`src/rtl/i2s_transmitter_pkg.sv`:
```
// Shared audio constants, slot encoding and sample-to-word conversion for the I2S transmitter.
package i2s_transmitter_pkg;

   localparam int unsigned FRAME_BITS  = 32;
   localparam int unsigned WORD_BITS   = 16;
   localparam int unsigned SAMPLE_BITS = 9;
   localparam int unsigned CNT_BITS    = $clog2(FRAME_BITS);
   localparam int unsigned DIV_BITS    = 8;

   typedef enum logic {
      SLOT_LEFT  = 1'b0,
      SLOT_RIGHT = 1'b1
   } slot_e;

   // Offset-binary sample to signed, left-justified slot word (midscale maps to zero).
   function automatic logic [WORD_BITS-1:0] sample_to_word(input logic [SAMPLE_BITS-1:0] s);
      return {~s[SAMPLE_BITS-1], s[SAMPLE_BITS-2:0], {(WORD_BITS-SAMPLE_BITS){1'b0}}};
   endfunction

endpackage

```
`src/rtl/i2s_transmitter_bclk.sv`:
```
// Bit-clock divider: o_bclk toggles every BCLK_DIV cycles; strobes flag the cycle before each edge.
module bclk_generator
   import i2s_transmitter_pkg::*;
#(
   parameter int unsigned BCLK_DIV = 4
) (
   input  logic i_clk,
   input  logic i_rst,
   output logic o_bclk,
   output logic o_rise_stb,
   output logic o_fall_stb
);

   localparam logic [DIV_BITS-1:0] DIV_LAST = DIV_BITS'(BCLK_DIV - 1);

   logic [DIV_BITS-1:0] r_div;
   logic                r_bclk;
   logic                w_tick;

   assign w_tick = (r_div == DIV_LAST);

   always_ff @(posedge i_clk) begin
      if (i_rst) begin
         r_div  <= '0;
         r_bclk <= 1'b0;
      end else if (w_tick) begin
         r_div  <= '0;
         r_bclk <= ~r_bclk;
      end else begin
         r_div  <= r_div + DIV_BITS'(1);
      end
   end

   // Strobes are decoded so consumers update on the same edge that moves o_bclk.
   assign o_bclk     = r_bclk;
   assign o_rise_stb = w_tick & ~r_bclk;
   assign o_fall_stb = w_tick &  r_bclk;

endmodule

```
`src/rtl/i2s_transmitter.sv`:
```
// I2S transmitter: one-entry sample holding register, frame word, and MSB-first serialiser.
module i2s_transmitter #(
   parameter int unsigned BCLK_DIV  = 4,
   parameter int unsigned WORD_BITS = 16
) (
   input  logic                                       i_clk,
   input  logic                                       i_rst,
   input  logic [i2s_transmitter_pkg::SAMPLE_BITS-1:0] i_sample,
   input  logic                                       i_sample_valid,
   output logic                                       o_sample_ready,
   output logic                                       o_bclk,
   output logic                                       o_lrclk,
   output logic                                       o_sdata,
   output logic                                       o_underrun
);

   import i2s_transmitter_pkg::*;

   logic                   w_fall_stb;
   logic                   w_unused_rise_stb;
   logic [CNT_BITS-1:0]    w_cnt_next;
   logic [3:0]             w_bit_idx;
   logic                   w_frame_load;
   logic                   w_accept;
   logic                   w_full_next;

   logic [CNT_BITS-1:0]    r_bit_cnt;
   slot_e                  r_lrclk;
   logic                   r_sdata;
   logic [WORD_BITS-1:0]   r_word;
   logic [SAMPLE_BITS-1:0] r_hold;
   logic                   r_full;
   logic                   r_ready;
   logic                   r_underrun;

   bclk_generator #(
      .BCLK_DIV (BCLK_DIV)
   ) u_bclk (
      .i_clk      (i_clk),
      .i_rst      (i_rst),
      .o_bclk     (o_bclk),
      .o_rise_stb (w_unused_rise_stb),
      .o_fall_stb (w_fall_stb)
   );

   // One-bit I2S delay: new count n carries word bit (16-n) mod 16, so count 0 ends the previous right word.
   assign w_cnt_next   = r_bit_cnt + CNT_BITS'(1);
   assign w_bit_idx    = 4'(CNT_BITS'(WORD_BITS) - w_cnt_next);
   assign w_frame_load = w_fall_stb & (w_cnt_next == '0);
   assign w_accept     = i_sample_valid & r_ready;

   // Frame load empties the holder first; a capture can only happen while it is empty.
   always_comb begin
      w_full_next = r_full;
      if (w_frame_load && r_full) begin
         w_full_next = 1'b0;
      end else if (w_accept) begin
         w_full_next = 1'b1;
      end
   end

   always_ff @(posedge i_clk) begin
      if (i_rst) begin
         r_bit_cnt  <= '1;
         r_lrclk    <= SLOT_RIGHT;
         r_sdata    <= 1'b0;
         r_word     <= '0;
         r_hold     <= '0;
         r_full     <= 1'b0;
         r_ready    <= 1'b1;
         r_underrun <= 1'b0;
      end else begin
         if (w_accept) begin
            r_hold <= i_sample;
         end
         if (w_fall_stb) begin
            r_bit_cnt <= w_cnt_next;
            r_lrclk   <= slot_e'(w_cnt_next[CNT_BITS-1]);
            r_sdata   <= r_word[w_bit_idx];
         end
         if (w_frame_load) begin
            if (r_full) begin
               r_word <= sample_to_word(r_hold);
            end else begin
               r_underrun <= 1'b1;
            end
         end
         r_full  <= w_full_next;
         r_ready <= ~w_full_next;
      end
   end

   assign o_sample_ready = r_ready;
   assign o_lrclk        = r_lrclk;
   assign o_sdata        = r_sdata;
   assign o_underrun     = r_underrun;

endmodule

```
`config.mk`:
```
export PLATFORM = sky130hd
export DESIGN_NAME = i2s_transmitter
export DESIGN_NICKNAME = d
export VERILOG_FILES = /design/src/rtl/i2s_transmitter_pkg.sv /design/src/rtl/i2s_transmitter_bclk.sv /design/src/rtl/i2s_transmitter.sv
export SDC_FILE = /design/constraint.sdc
export NUM_CORES = 1
export LEC_CHECK = 0
export BUFFER_PORTS_ARGS = -buffer_cell sky130_fd_sc_hd__buf_2
export CAP_MARGIN = 20
export CORE_MARGIN = 4
export CORE_UTILIZATION = 56
export DETAILED_ROUTE_END_ITERATION = 8
export PLACE_DENSITY = 0.74
export SYNTH_ARGS = -nofsm -noshare
export SYNTH_HDL_FRONTEND = slang
export SYNTH_SLANG_ARGS = --single-unit
```
`constraint.sdc`:
```
create_clock -name i_clk -period 2.1 [get_ports i_clk]
set_input_delay 0.315 -clock i_clk [delete_from_list [all_inputs] [get_ports i_clk]]
set_output_delay 0.315 -clock i_clk [all_outputs]
set_load 0.005 [all_outputs]
```
# Word-level counts from Yosys, hierarchy flattened
# Cells that the tools add are included.
dict set report totals {
  register_bits 37
  latchBits 0
  ramBits 0
  romBits 0
  inputBits 12
  out_inout_bits 5
  n_memories 0
}
dict set report classes {
  n_addsub 3
  multipliers 0
  div 0
  n_lt_le_gt_ge 1
  n_eq_ne 1
  shifts 0
  mux 4
  bitwise_logic 7
  n_reduce_logical 5
}
# cell count
set ops {}
lappend ops {{$add 8x1->8 const B} 1}
lappend ops {{$eq 8x2->1 const B} 1}
lappend ops {{$add 5x1->5 const B} 1}
lappend ops {{$logic_not 5->1} 1}
lappend ops {{$lt 4x5->1 const B} 1}
lappend ops {{$bmux 1 s4} 1}
lappend ops {{$not 1->1} 4}
lappend ops {{$reduce_and 2->1} 2}
lappend ops {{$sub 1x4->4 const A} 1}
lappend ops {{$and 1x1->1} 3}
lappend ops {{$mux 1} 3}
lappend ops {{$reduce_or 2->1} 1}
lappend ops {{$logic_and 1x1->1} 1}

# Longest topological paths before layout
dict set report depth {
  ltp_word 6
  depth_mapped 8
  depth_no_buf 6
}

# By module
# A second synthesis with hierarchy kept.
dict set report unflattened {
  cells_unflattened 185
  hier_area_um2 1670.4
}
# module n_inst cells_per_inst area_each_um2 seq_area_each_um2
set modules_own_cells {}
lappend modules_own_cells {i2s_transmitter 1 142 1286.2 540.5}
lappend modules_own_cells {bclk_generator 1 43 384.1 180.2}

# Worst setup path before layout
# Ideal clock, no wire load.
dict set report synth_timing {
  path_kind {register to register}
  from {reg u_bclk.r_div[5]}
  to {reg r_word[10]}
  setup_ns 0.128
  arrival_ns 1.734
  required_time_ns 1.972
  setup_slack_ns 0.238
  path_stages_with_launch 7
  path_buffers 1
  period_less_slack_ns 1.862
  cell_sequence {dfxtp_1 or4_4 nor4_4 nand3_2 buf_6 mux2i_1 nor2_1}
}
dict set report synth_between {
  elab_chain_cells 4
}
# item line
set synth_lines {}
lappend synth_lines {{start: declaration} i2s_transmitter_bclk.sv:16} ;# logic [DIV_BITS-1:0] r_div;
lappend synth_lines {{start signal: assignment} i2s_transmitter_bclk.sv:30} ;# r_div <= r_div + DIV_BITS'(1);
lappend synth_lines {{$eq 8x2->1} i2s_transmitter_bclk.sv:20} ;# assign w_tick = (r_div == DIV_LAST);
lappend synth_lines {{$and 1x1->1} i2s_transmitter_bclk.sv:37} ;# assign o_fall_stb = w_tick & r_bclk;
lappend synth_lines {{$and 1x1->1} i2s_transmitter.sv:49} ;# assign w_frame_load = w_fall_stb & (w_cnt_next == '0);
lappend synth_lines {{$reduce_and 2->1 (no line)} -}
lappend synth_lines {{end signal: assignment} i2s_transmitter.sv:83} ;# r_word <= sample_to_word(r_hold);
lappend synth_lines {{end: declaration} i2s_transmitter.sv:30} ;# logic [WORD_BITS-1:0] r_word;
# No other way between the ends.
# A chain may end at the register's enable or synchronous reset.

# Worst setup path in the final report
dict set report layout_timing {
  from {reg r_bit_cnt[1]}
  to {reg r_sdata, in the netlist o_sdata}
}
dict set report layout_between {
  elab_chain_cells 4
}
# item line
set layout_lines {}
lappend layout_lines {{start: declaration} i2s_transmitter.sv:27} ;# logic [CNT_BITS-1:0] r_bit_cnt;
lappend layout_lines {{start signal: assignment} i2s_transmitter.sv:77} ;# r_bit_cnt <= w_cnt_next;
lappend layout_lines {{$add 5x1->5} i2s_transmitter.sv:47} ;# assign w_cnt_next = r_bit_cnt + CNT_BITS'(1);
lappend layout_lines {{net w_cnt_next[1]} i2s_transmitter.sv:21} ;# logic [CNT_BITS-1:0] w_cnt_next;
lappend layout_lines {{$sub 1x4->4} i2s_transmitter.sv:48} ;# assign w_bit_idx = 4'(CNT_BITS'(WORD_BITS) - w_cnt_next);
lappend layout_lines {{$bmux 1 s4} i2s_transmitter.sv:79} ;# r_sdata <= r_word[w_bit_idx];
lappend layout_lines {{$mux 1 (implied by the code)} i2s_transmitter.sv:79}
lappend layout_lines {{end signal: assignment} i2s_transmitter.sv:79}
lappend layout_lines {{end: declaration} i2s_transmitter.sv:29} ;# logic r_sdata;
# The timed path passes the listed nets, and every way through them passes these cells. The select of a mux whose other input is x is not followed.

==> impl_summary.txt <==
----------------------------------------------------
[Yosys]
  Post-synthesis cell type with the largest combined area ... dfxtp_1
  Number of cells produced by synthesis ... 195
  Cells taking the most area after synthesis ... dfxtp_1 (43%), nand2_1 (6.3%), mux2i_1 (6.0%), nor2_1 (4.7%), a21oi_1 (3.9%)
  Arithmetic-cell share of the synthesized area counting full adders, half adders and majority gates ... 1.50%
  Synth Register Bits ... 36
  Portion of the post-synthesis area used by sequential elements ... 43.3%
  Post-synthesis async set-or-reset flop share ... 0%
  Most common cell in the netlist ... dfxtp_1
  Net count of the mapped netlist ... 209
  Synth unique cells ... 39
  Combinational family with the most area after synthesis ... simple AND/OR/NAND/NOR gates
  Post-synthesis simple-gate area fraction ... 28.2%
  Synthesized-area fraction occupied by xor and xnor cells ... 6.31%
  Commonest cells post-synth ... dfxtp_1 (36), nand2_1 (28), nor2_1 (21)
  Count of warnings emitted by yosys ... 0
  Post-synthesis compound-gate area fraction ... 9.99%
  Post-synth EDFFs ... 0
  Share of the synthesized area in the top cell type ... 43.3%
  Cell area after technology mapping ... 1670 um2
  Most common flop cell mapped by yosys ... dfxtp_1
  Share of synthesized area spent on multiplexers ... 6.69%
  Mean area per synthesized cell ... 8.54 um2

[Place]
  DP Cell Count ... 237
  Detail Placement HPWL ... 2.37 mm
  Gpl congestion ... 0.854
  Number of buffers added on ports ... 16

[Detailed routing]
  Via count ... 1,371
  Wirelength per Cell ... 13.1 um
  Number of routed nets with antenna violations ... 0
  Vias per Instance ... 5.60
  Starting DRT DRC Count ... 88
  DRC violation count after routing ... 0
  Pre-antenna DRT Iters ... 4
  Total Wirelength ... 3.20 mm

[Setup path]
  Data arrival at the endpoint of the critical path ... 2.14 ns
  Critical-path maximum fanout ... 6
  Required time of the worst setup path ... 2.32 ns
  Type of the worst setup path ... register to register
  Sort of element at the end of the critical path ... register
  Launching element type of the critical path ... register

[Timing]
  Unrepaired setup endpoints after global routing ... no
  Clock tree skew after final layout ... 0.00771 ns
  Number of slew-limit violations in the final report ... 0
  Tmin final ... 1.92 ns
  Part of the cycle the worst path needs ... 91.6%
  Final number of hold-violating endpoints ... 0
  Setup violations, final ... 0
  Setup Total Neg Slack ... 0 ns
  Relative slew slack ... 65.6%
  Highest clock frequency the design can meet ... 520 MHz
  Worst Max-Slew Pin Slew ... 0.516 ns

[Floorplan]
  Count of pins on the block boundary ... 17
  Chip Height ... 62.5 um
  Initial standard-cell utilization of the core ... 59.4%
  Die area ... 3910 um2
  Number of rows created at floorplan ... 19
  Area of the placeable core ... 2810 um2
  Die boundary width ... 62.5 um

[Flow run]
  Max cap viols ... 0

[Global routing]
  Layer with the highest usage ... met2
  First-pass GRT wire length ... 5.80 mm
  Initial antenna violation count ... 0
  Via count of the first global-routing pass ... 1,301
  M2 GR Usage ... 30.0%
  Met1 usage ... 22.5%
  All-Layer GR Usage ... 18.4%
  Pin count of the biggest net entering global routing ... 31
  Total congestion overflow after global routing ... 0
  Met3 track utilization from global routing ... 5.04%

[Final layout]
  Antenna cell count ... 0
  Fraction of final layout cells sized beyond drive strength 1 ... 15.9%
  Final instance count without filler cells ... 245
  Final layout net count ... 227
  Growth of design area from synthesis to finish ... 10.9%

[Min path]
  Worst hold-check path type ... primary input to register

[Clock network]
  Clock-pin slew of the registers on the worst-case setup and hold paths ... 0.10 ns
  Count of H-tree levels built during CTS ... 2
  Clock tree root buffer cell ... clkbuf_4
  Number of buffers added by the clock tree synthesis step ... 5
  Count of clock tree sinks ... 36
  Skew-Pair Late Insertion Delay ... 0.33 ns
  Longest Clk Path Bufs ... 2
  Clock tree from TritonCTS ... done

[Power and ir drop]
  Leakage Power ... 0.802 nW
  VDD IR max ... 0.502 mV
  Power per unit of standard cell area ... 646 nW/um2

[Run status]
  Status ... complete, no violations

----------------------------------------------------
==> kinds of logic (layout without fill, tap and decap cells) <==
logic type / after synthesis / in the layout
compound gates: 27 / 27
xor+xnor: 12 / 12
fa+ha+maj: 2 / 2
buf+inv: 16 / 35
flops: 36 / 36
mux: 11 / 11
simple gates: 91 / 91
==> sequential cells by signal, summed over array words and instances, names as in the netlist <==
signal and flops:
r_hold 9, r_word 9, u_bclk.r_div 8, r_bit_cnt 5
o_sample_ready 1, o_sdata 1, o_underrun 1, r_full 1
u_bclk.o_bclk 1
==> layout make-up <==
class	count	area (um2)
Fill cell	257	958
Tap cell	31	38.8
Multi-Input combinational cell	143	885
Clock buffer	8	58.8
Timing Repair Buffer	22	125
Sequential cell	36	721
Inverter	5	18.8
==> cell usage in the layout, fill, tap and decap left out, types with 2 or more instances in the layout <==
cell type / count
dfxtp_1: 36
nand2_1: 28
nor2_1: 21
buf_2: 16
a21oi_1: 13
mux2i_1: 10
nand2b_1: 9
nand3_1: 8
xor2_1: 7
buf_4: 6
inv_1: 5
xnor2_1: 5
clkbuf_4: 5
nor3_1: 4
o21ai_0: 4
nor2b_1: 3
and3_1: 2
nand4_1: 2
a211o_1: 2
nor4b_1: 2
a211oi_1: 2
o2111ai_1: 2
ha_1: 2
clkbuf_1: 2
==> path summary, 6_finish.rpt <==
check | slack (ns) | cells past startpoint | start | end
setup / recovery | 0.18 | 6 | r_bit_cnt[1]$_SDFFE_PP1P_ | o_sdata$_SDFFE_PP0P_
hold / removal | 0.21 | 3 | i_sample[8] | r_hold[8]$_SDFFE_PP0P_
setup reg to reg | 0.18 | 6 | r_bit_cnt[1]$_SDFFE_PP1P_ | o_sdata$_SDFFE_PP0P_
hold reg to reg | 0.46 | 2 | r_word[15]$_SDFFE_PP0P_ | r_word[15]$_SDFFE_PP0P_
==> power by group <==
group | total, mW | internal (mW) | switching [mW]
clock network | 0.376 | 0.165 | 0.211
logic | 0.0930 | 0.0388 | 0.0543
registers | 0.723 | 0.705 | 0.0178
==> timing repair <==
action / 4_1_cts / 5_1_grt
setup endpoints to repair: 0 / 1
setup buffers: 0 / 0
hold endpoints to repair: 0 / 0
resized for setup: 0 / 1
hold buffers: 0 / 0
==> critical path, cell delays in order, from the launching register on <==
cell and delay, ns:
dfxtp_1 0.33, ha_1 0.39, mux2_2 0.38, o21ai_0 0.18
o21ai_0 0.10, o41ai_1 0.30, o21ai_0 0.12
==> routing by layer <==
| metal | wire (um) | part of all wire, % |
|---|---|---|
| met5 | 0 | 0 |
| met1 | 1510 | 47 |
| met2 | 1520 | 48 |
| met3 | 96 | 3.0 |
| met4 | 70 | 2.2 |
==> stage by stage <==
stage | instance area (um2) | util (%) | total power, mW | worst slack (ns) | hold WS, ns
finish | 1850 | 65.8 | 1.19 | 0.176 | 0.213
global route | 1850 | 65.8 | 1.26 | 0.0425 | 0.211
CTS | 1840 | 65.6 | 1.21 | 0.0959 | 0.201
detailed placement | 1780 | 63.5 | 0.831 | 0.122 | 0.446
global placement | 1780 | 63.5 | 0.825 | 0.186 | 0.447
floorplan | 1670 | - | 0.799 | 0.238 | 0.432
(Power assumes the default switching activity.)
